File: config.mk
export PLATFORM = sky130hd
export DESIGN_NAME = wb_arbiter
export DESIGN_NICKNAME = d
export VERILOG_FILES = /design/src/rtl/wb_pkg.sv /design/src/rtl/wb_scoreboard.sv /design/src/rtl/wb_arbiter.sv
export SDC_FILE = /design/constraint.sdc
export NUM_CORES = 1
export LEC_CHECK = 0
export ABC_AREA = 0
export CORE_MARGIN = 1.5
export CORE_UTILIZATION = 38
export DETAILED_ROUTE_END_ITERATION = 10
export PLACE_DENSITY_LB_ADDON = 0.12
export SLEW_MARGIN = 10
export SYNTH_ARGS = -nofsm -noshare
export SYNTH_HDL_FRONTEND = slang
export SYNTH_HIERARCHICAL = 1
export SYNTH_SLANG_ARGS = --single-unit
File: constraint.sdc
create_clock -name clk -period 2.45 [get_ports clk]
set_input_delay 0.3675 -clock clk [delete_from_list [all_inputs] [get_ports clk]]
set_output_delay 0.3675 -clock clk [all_outputs]
set_load 0.05 [all_outputs]
File: src/rtl/wb_pkg.sv
// Shared types and widths for the register-file write-back path.
// Widths mirror the core-wide data_size / regfile_logsize / regfile_size constants.
package wb_pkg;

  localparam int DATA_W = 32;
  localparam int ADDR_W = 5;
  localparam int NREGS  = 32;

  typedef enum logic [1:0] {
    SRC_NONE,
    SRC_ALU,
    SRC_LSU,
    SRC_MDU
  } wb_src_t;

  typedef struct packed {
    logic [ADDR_W-1:0] rd;
    logic [DATA_W-1:0] data;
  } wb_req_t;

endpackage

File: src/rtl/wb_scoreboard.sv
// Pending-write scoreboard: one busy bit per register for outstanding multi-cycle ops.
// A set and a clear of the same register on one edge leaves the bit set.
module wb_scoreboard
  import wb_pkg::*;
(
  input  logic              clk,
  input  logic              nrst,
  input  logic              set_en,
  input  logic [ADDR_W-1:0] set_rd,
  input  logic              clr_en,
  input  logic [ADDR_W-1:0] clr_rd,
  output logic [NREGS-1:0]  busy
);

  logic [NREGS-1:0] set_mask;
  logic [NREGS-1:0] clr_mask;
  logic [NREGS-1:0] busy_next;

  always_comb begin
    set_mask = '0;
    clr_mask = '0;
    if (set_en) set_mask[set_rd] = 1'b1;
    if (clr_en) clr_mask[clr_rd] = 1'b1;
    busy_next    = (busy & ~clr_mask) | set_mask;
    busy_next[0] = 1'b0;  // x0 is never outstanding
  end

  always_ff @(posedge clk) begin
    if (!nrst) busy <= '0;
    else       busy <= busy_next;
  end

endmodule

File: src/rtl/wb_arbiter.sv
// Write-back arbiter: serialises ALU, LSU and MDU results onto the single
// register-file write port and tracks outstanding multi-cycle destinations.
module wb_arbiter
  import wb_pkg::*;
(
  input  logic              clk,
  input  logic              nrst,
  input  logic              alu_valid,
  input  logic [ADDR_W-1:0] alu_rd,
  input  logic [DATA_W-1:0] alu_data,
  input  logic              lsu_valid,
  output logic              lsu_ready,
  input  logic [ADDR_W-1:0] lsu_rd,
  input  logic [DATA_W-1:0] lsu_data,
  input  logic              mdu_valid,
  output logic              mdu_ready,
  input  logic [ADDR_W-1:0] mdu_rd,
  input  logic [DATA_W-1:0] mdu_data,
  input  logic              iss_en,
  input  logic [ADDR_W-1:0] iss_rd,
  output logic              wr_en,
  output logic [ADDR_W-1:0] wr_addr,
  output logic [DATA_W-1:0] wr_data,
  output logic [NREGS-1:0]  busy
);

  // Handshake: LSU/MDU hold valid, rd and data stable until ready; a transfer
  // happens on a posedge with valid & ready. ready is a combinational function
  // of the valids and is forced low while nrst is low. ALU has no backpressure.

  wb_src_t grant;
  wb_src_t last_grant;
  wb_req_t alu_req, lsu_req, mdu_req, win_req;
  logic    contended;
  logic    xfer;

  assign alu_req = '{rd: alu_rd, data: alu_data};
  assign lsu_req = '{rd: lsu_rd, data: lsu_data};
  assign mdu_req = '{rd: mdu_rd, data: mdu_data};

  assign contended = nrst && !alu_valid && lsu_valid && mdu_valid;

  always_comb begin
    grant   = SRC_NONE;
    win_req = alu_req;
    if (nrst) begin
      if (alu_valid)      grant = SRC_ALU;
      else if (contended) grant = (last_grant == SRC_LSU) ? SRC_MDU : SRC_LSU;
      else if (lsu_valid) grant = SRC_LSU;
      else if (mdu_valid) grant = SRC_MDU;
    end
    case (grant)
      SRC_LSU: win_req = lsu_req;
      SRC_MDU: win_req = mdu_req;
      default: win_req = alu_req;
    endcase
  end

  assign lsu_ready = (grant == SRC_LSU);
  assign mdu_ready = (grant == SRC_MDU);
  assign xfer      = lsu_ready || mdu_ready;

  always_ff @(posedge clk) begin
    if (!nrst) begin
      wr_en      <= 1'b0;
      wr_addr    <= '0;
      wr_data    <= '0;
      last_grant <= SRC_MDU;  // LSU wins the first contended cycle
    end else begin
      wr_en <= (grant != SRC_NONE) && (win_req.rd != '0);
      if (grant != SRC_NONE) begin
        wr_addr <= win_req.rd;
        wr_data <= win_req.data;
      end
      if (contended) last_grant <= grant;
    end
  end

  wb_scoreboard u_scoreboard (
    .clk    (clk),
    .nrst   (nrst),
    .set_en (iss_en),
    .set_rd (iss_rd),
    .clr_en (xfer),
    .clr_rd (win_req.rd),
    .busy   (busy)
  );

endmodule

# ---- Yosys cells after proc, flatten, opt, wreduce, memory -nomap -nowiden
# Cells that the tools add are included.
dict set report classes {
  order_cmp 4
  n_eq_ne 3
  mux 13
  bitwise_logic 3
  reduce_logical 10
}
# cell n
set ops {}
lappend ops {{$pmux 37 s2} 1}
lappend ops {{$mux 32} 2}
lappend ops {{$and 32x32->32} 1}
lappend ops {{$not 32->32} 1}
lappend ops {{$or 32x32->32} 1}
lappend ops {{$lt 5x6->1 const B} 2}
lappend ops {{$demux 1 s5} 2}
lappend ops {{$ge 5x1->1 const B} 2}
lappend ops {{$mux 2} 5}
lappend ops {{$eq 2x2->1 const B} 3}
lappend ops {{$logic_and 1x1->1} 6}
lappend ops {{$reduce_bool 5->1} 1}
lappend ops {{$mux 1} 3}
lappend ops {{$reduce_bool 2->1} 1}
lappend ops {{$logic_not 1->1} 1}
lappend ops {{$logic_or 1x1->1} 1}
dict set report totals {
  ff_bits 72
  out_inout_bits 72
  word_cells 39
}

# ---- Depth between registers and ports, before layout
dict set report depth {
  ltp_word 17
  mapped_depth 11
  mapped_depth_nobuf 8
}

# ---- Cells and area by module
# Netlist, hierarchy kept.
# module instances cells_each area_each_um2
set modules_own_cells {}
lappend modules_own_cells {wb_arbiter 1 265 2058.2}
lappend modules_own_cells {wb_scoreboard 1 134 1297.5}

# ---- Worst setup path before layout
# No wires, ideal clock.
dict set report synth_path {
  path_kind {input to register}
  startpoint {input alu_valid}
  endpoint {register u_scoreboard.busy[4]}
  arrival_time_ps 2471
  slack_ps -138
  stages 7
  cell_sequence {nand2b_1 -> buf_6 -> nor3_2 -> a221o_1 -> nor3b_2 -> nand2_1 -> a32o_1}
}
# element line
set synth_lines {}
lappend synth_lines {{start: declaration} wb_arbiter.sv:8} ;# input logic alu_valid,
lappend synth_lines {{end signal: assignment} wb_scoreboard.sv:30} ;# else busy <= busy_next;
lappend synth_lines {{end: declaration} wb_scoreboard.sv:12} ;# output logic [NREGS-1:0] busy

==> flow_summary.ini <==
[outcome]
status = finished, final reports clean

[setup_path]
r2r_start = last_grant[0]
arrival_ns = 2.53
rr_endpoint = u_scoreboard/busy[18]
crit_buf_inv = 2
crit_chain = clkdlybuf4s50_1, nand2b_1, buf_4, nor3_4, a221o_1, nor3b_2, nand2_1, a32o_1
reg2reg_slack_ns = 0.28
startpoint_type = primary input
cp.required_ns = 2.67
end_kind = register
slowest_stage = clkdlybuf4s50_1
crit_type = primary input to register
r2r_cells = 8
critical-path-max-stage-delay_ns = 0.42
cp_top_family = simple AND/OR/NAND/NOR gates
cp_max_fo = 9

[grt]
grt_usage_pct = 22.92
grt_pass1_vias = 3813
grt_pass1_wl_mm = 17.76
grt_max_degree = 45
antenna_found_initial = 0
grt-ovfl-total = 0

[placement]
dp_cells = 698
numPortBuffers = 192
post-place-ws_ns = -0.1564
dp_hpwl_mm = 8.363
gp_congestion = 0.8498
postPlaceCellArea_um2 = 5540

[sta]
tightest_slew_ns = 0.5565
finalMaxSlewViolations = 0
layout_setup_ws_ns = 0.1432
hold_viol_final = 0
tns_ns = 0
fin_skew_ns = 0.008245
slew_headroom_pct = 62.79
layout_min_cycle_time_ns = 2.307
period_share_pct = 94.16
whs_ns = 0.4525
clock.fmax_ghz = 0.4335
rsz0062_at_grt = no
setup_violations = 0

[synth]
syn_area_um2 = 3356
synth_nets = 521
yosys_warnings = 6
synthCells = 399
yosys.area_share.adder_pct = 0
synth_top_family_by_area = compound AO/OA/AOI/OAI gates
synth_cell_type_count = 40
synth-simple-area-share_pct = 19.13
syn_area_per_cell_um2 = 8.410
synth_xor_area_share_pct = 0
synth-compound-area-share_pct = 34.00
ys_seq_elements = 71
muxShareOfSynthArea_pct = 0
synth_enable_flop_cells = 0
ys_seq_area_share_pct = 42.36
async_flop_share_pct = 0
synthFlopType = dfxtp_1

[floorplanning]
initial_utilization_pct = 38.86
design.core.area_um2 = 8636
die_x_um = 96.97
ios = 194
fp-row-count = 34
dieArea_um2 = 9403
die_height_um = 96.97

[detailed_routing]
drtIter0Drc = 127
via_per_inst = 5.413
drt-pass1-iter-count = 4
drtAntennaViolNets = 0
wl_per_cell_um = 15.29
drc = 0
drt_wl_total_mm = 10.92
vias = 3865

[cells_and_area]
layout_common_cells = clkdlybuf4s50_1 (190), nand2_1 (86), dfxtp_1 (71)
layout_commonest_cell = clkdlybuf4s50_1
fillers = 736
nNetsFinal = 723
fin_area_um2 = 5738
layoutNonFillerInstCount = 714
diodes = 0
syn2layout_area_growth_pct = 70.99
drive_above_1_share_pct = 9.076

[run]
cap_violations = 0

[cts]
worstSkewPairLatency_ns = 0.33
cts_sinks = 71
cts-root-buf = clkbuf_8
post_cts_buffers = 0
cts_tree = done
cts_resized = 0
cts_max_level = 3
numCtsBuffers = 9
hold_buffers = 0
cts_buffer_depth = 2
path_clk_slew_ns = 0.08

[pwr]
p_per_area_nw_per_um2 = 523.0
p_leak_nw = 2.327
irDropWorstVdd_mv = 0.2567

[worst_hold_path]
hold_depth = 1
hold_path_class = register to register
hold_end = wr_data[0]
worstHoldStart = wr_data[0]
-- routing by layer --
metal | track usage [%] | up-vias | share of wire (%)
li1 | - | 1888 | -
met1 | 24.54 | 1815 | 40
met2 | 42.87 | 150 | 52
met3 | 6.358 | 12 | 7.4
met4 | 7.804 | 0 | 1.2
met5 | 0 | - | 0
-- metrics by stage --
stage / total power [mW] / utilization [%]
after floorplan: 1.702 / -
after global placement: 2.106 / 64.16
after detailed placement: 2.114 / 64.16
after CTS: 3.029 / 66.44
after global routing: 3.141 / 66.44
final: 3.001 / 66.44
-- logic make-up after synthesis --
logic type             after synthesis
buffers and inverters               32
other                                1
AND/OR/NAND/NOR                    129
flip-flops                          71
AO/OA/AOI/OAI                      166
-- final cells by class --
| class | count | area [um2] | share of cell area, % |
|---|---|---|---|
| clock buffers | 10 | 137.6 | 2.399 |
| inverters | 5 | 18.77 | 0.3271 |
| clock inverters | 6 | 60.06 | 1.047 |
| flip-flops and latches | 71 | 1421 | 24.77 |
| multi-input cells | 296 | 1803 | 31.42 |
| well taps | 108 | 135.1 | 2.355 |
| repair buffers | 218 | 2162 | 37.68 |
-- sequential cells by signal, indices dropped and copies added, names as in the netlist --
name / flops
wr_en: 1
u_scoreboard/busy: 31
last_grant: 2
wr_addr: 5
wr_data: 32
-- synthesized netlist by cell type (all sizes together), types with 3 or more instances --
cell | n | share of area, %
a211oi | 4 | 0.89
nand3b | 9 | 2.0
nand3 | 4 | 0.60
a21o | 34 | 7.8
clkbuf | 15 | 1.7
o21ai | 50 | 7.5
nor2 | 3 | 0.34
a221o | 4 | 1.2
dfxtp | 71 | 42
and3b | 3 | 0.78
nor3 | 6 | 1.2
a22o | 4 | 1.0
buf | 12 | 2.2
a31oi | 32 | 6.0
o211ai | 17 | 3.8
nor3b | 7 | 2.0
or3 | 3 | 0.56
nand2 | 86 | 9.6
a32o | 15 | 4.5
nand2b | 3 | 0.56
inv | 5 | 0.56
-- worst reg2reg max path, delay by kind of cell (launching register included) --
kind / cells / cell delay, ns
and+or+nand+nor: 3 / 0.67
buffers and inverters: 1 / 0.18
DFF: 1 / 0.32
AOI/OAI and AO/OA: 4 / 0.90
-- worst max-delay path by stage --
stage          startpoint                     to  slack (ns)  cells after the start
2_1_floorplan   lsu_valid   u_scoreboard/busy[4]        0.13                      7
3_3_place_gp    mdu_valid   u_scoreboard/busy[3]       -0.08                      9
3_5_place_dp    alu_valid   u_scoreboard/busy[7]       -0.16                      8
4_1_cts         alu_valid  u_scoreboard/busy[18]        0.18                      8
5_1_grt         mdu_valid  u_scoreboard/busy[18]        0.04                      8
6_report        alu_valid  u_scoreboard/busy[18]        0.14                      8
-- power breakdown --
part,internal (mW),leakage (nW),switching [mW]
Clock,0.492,0.0981,0.421
Combinational,0.392,1.65,0.453
Sequential,1.21,0.583,0.0304
Total,2.10,2.33,0.904
Power figures use the tool's default switching activity.
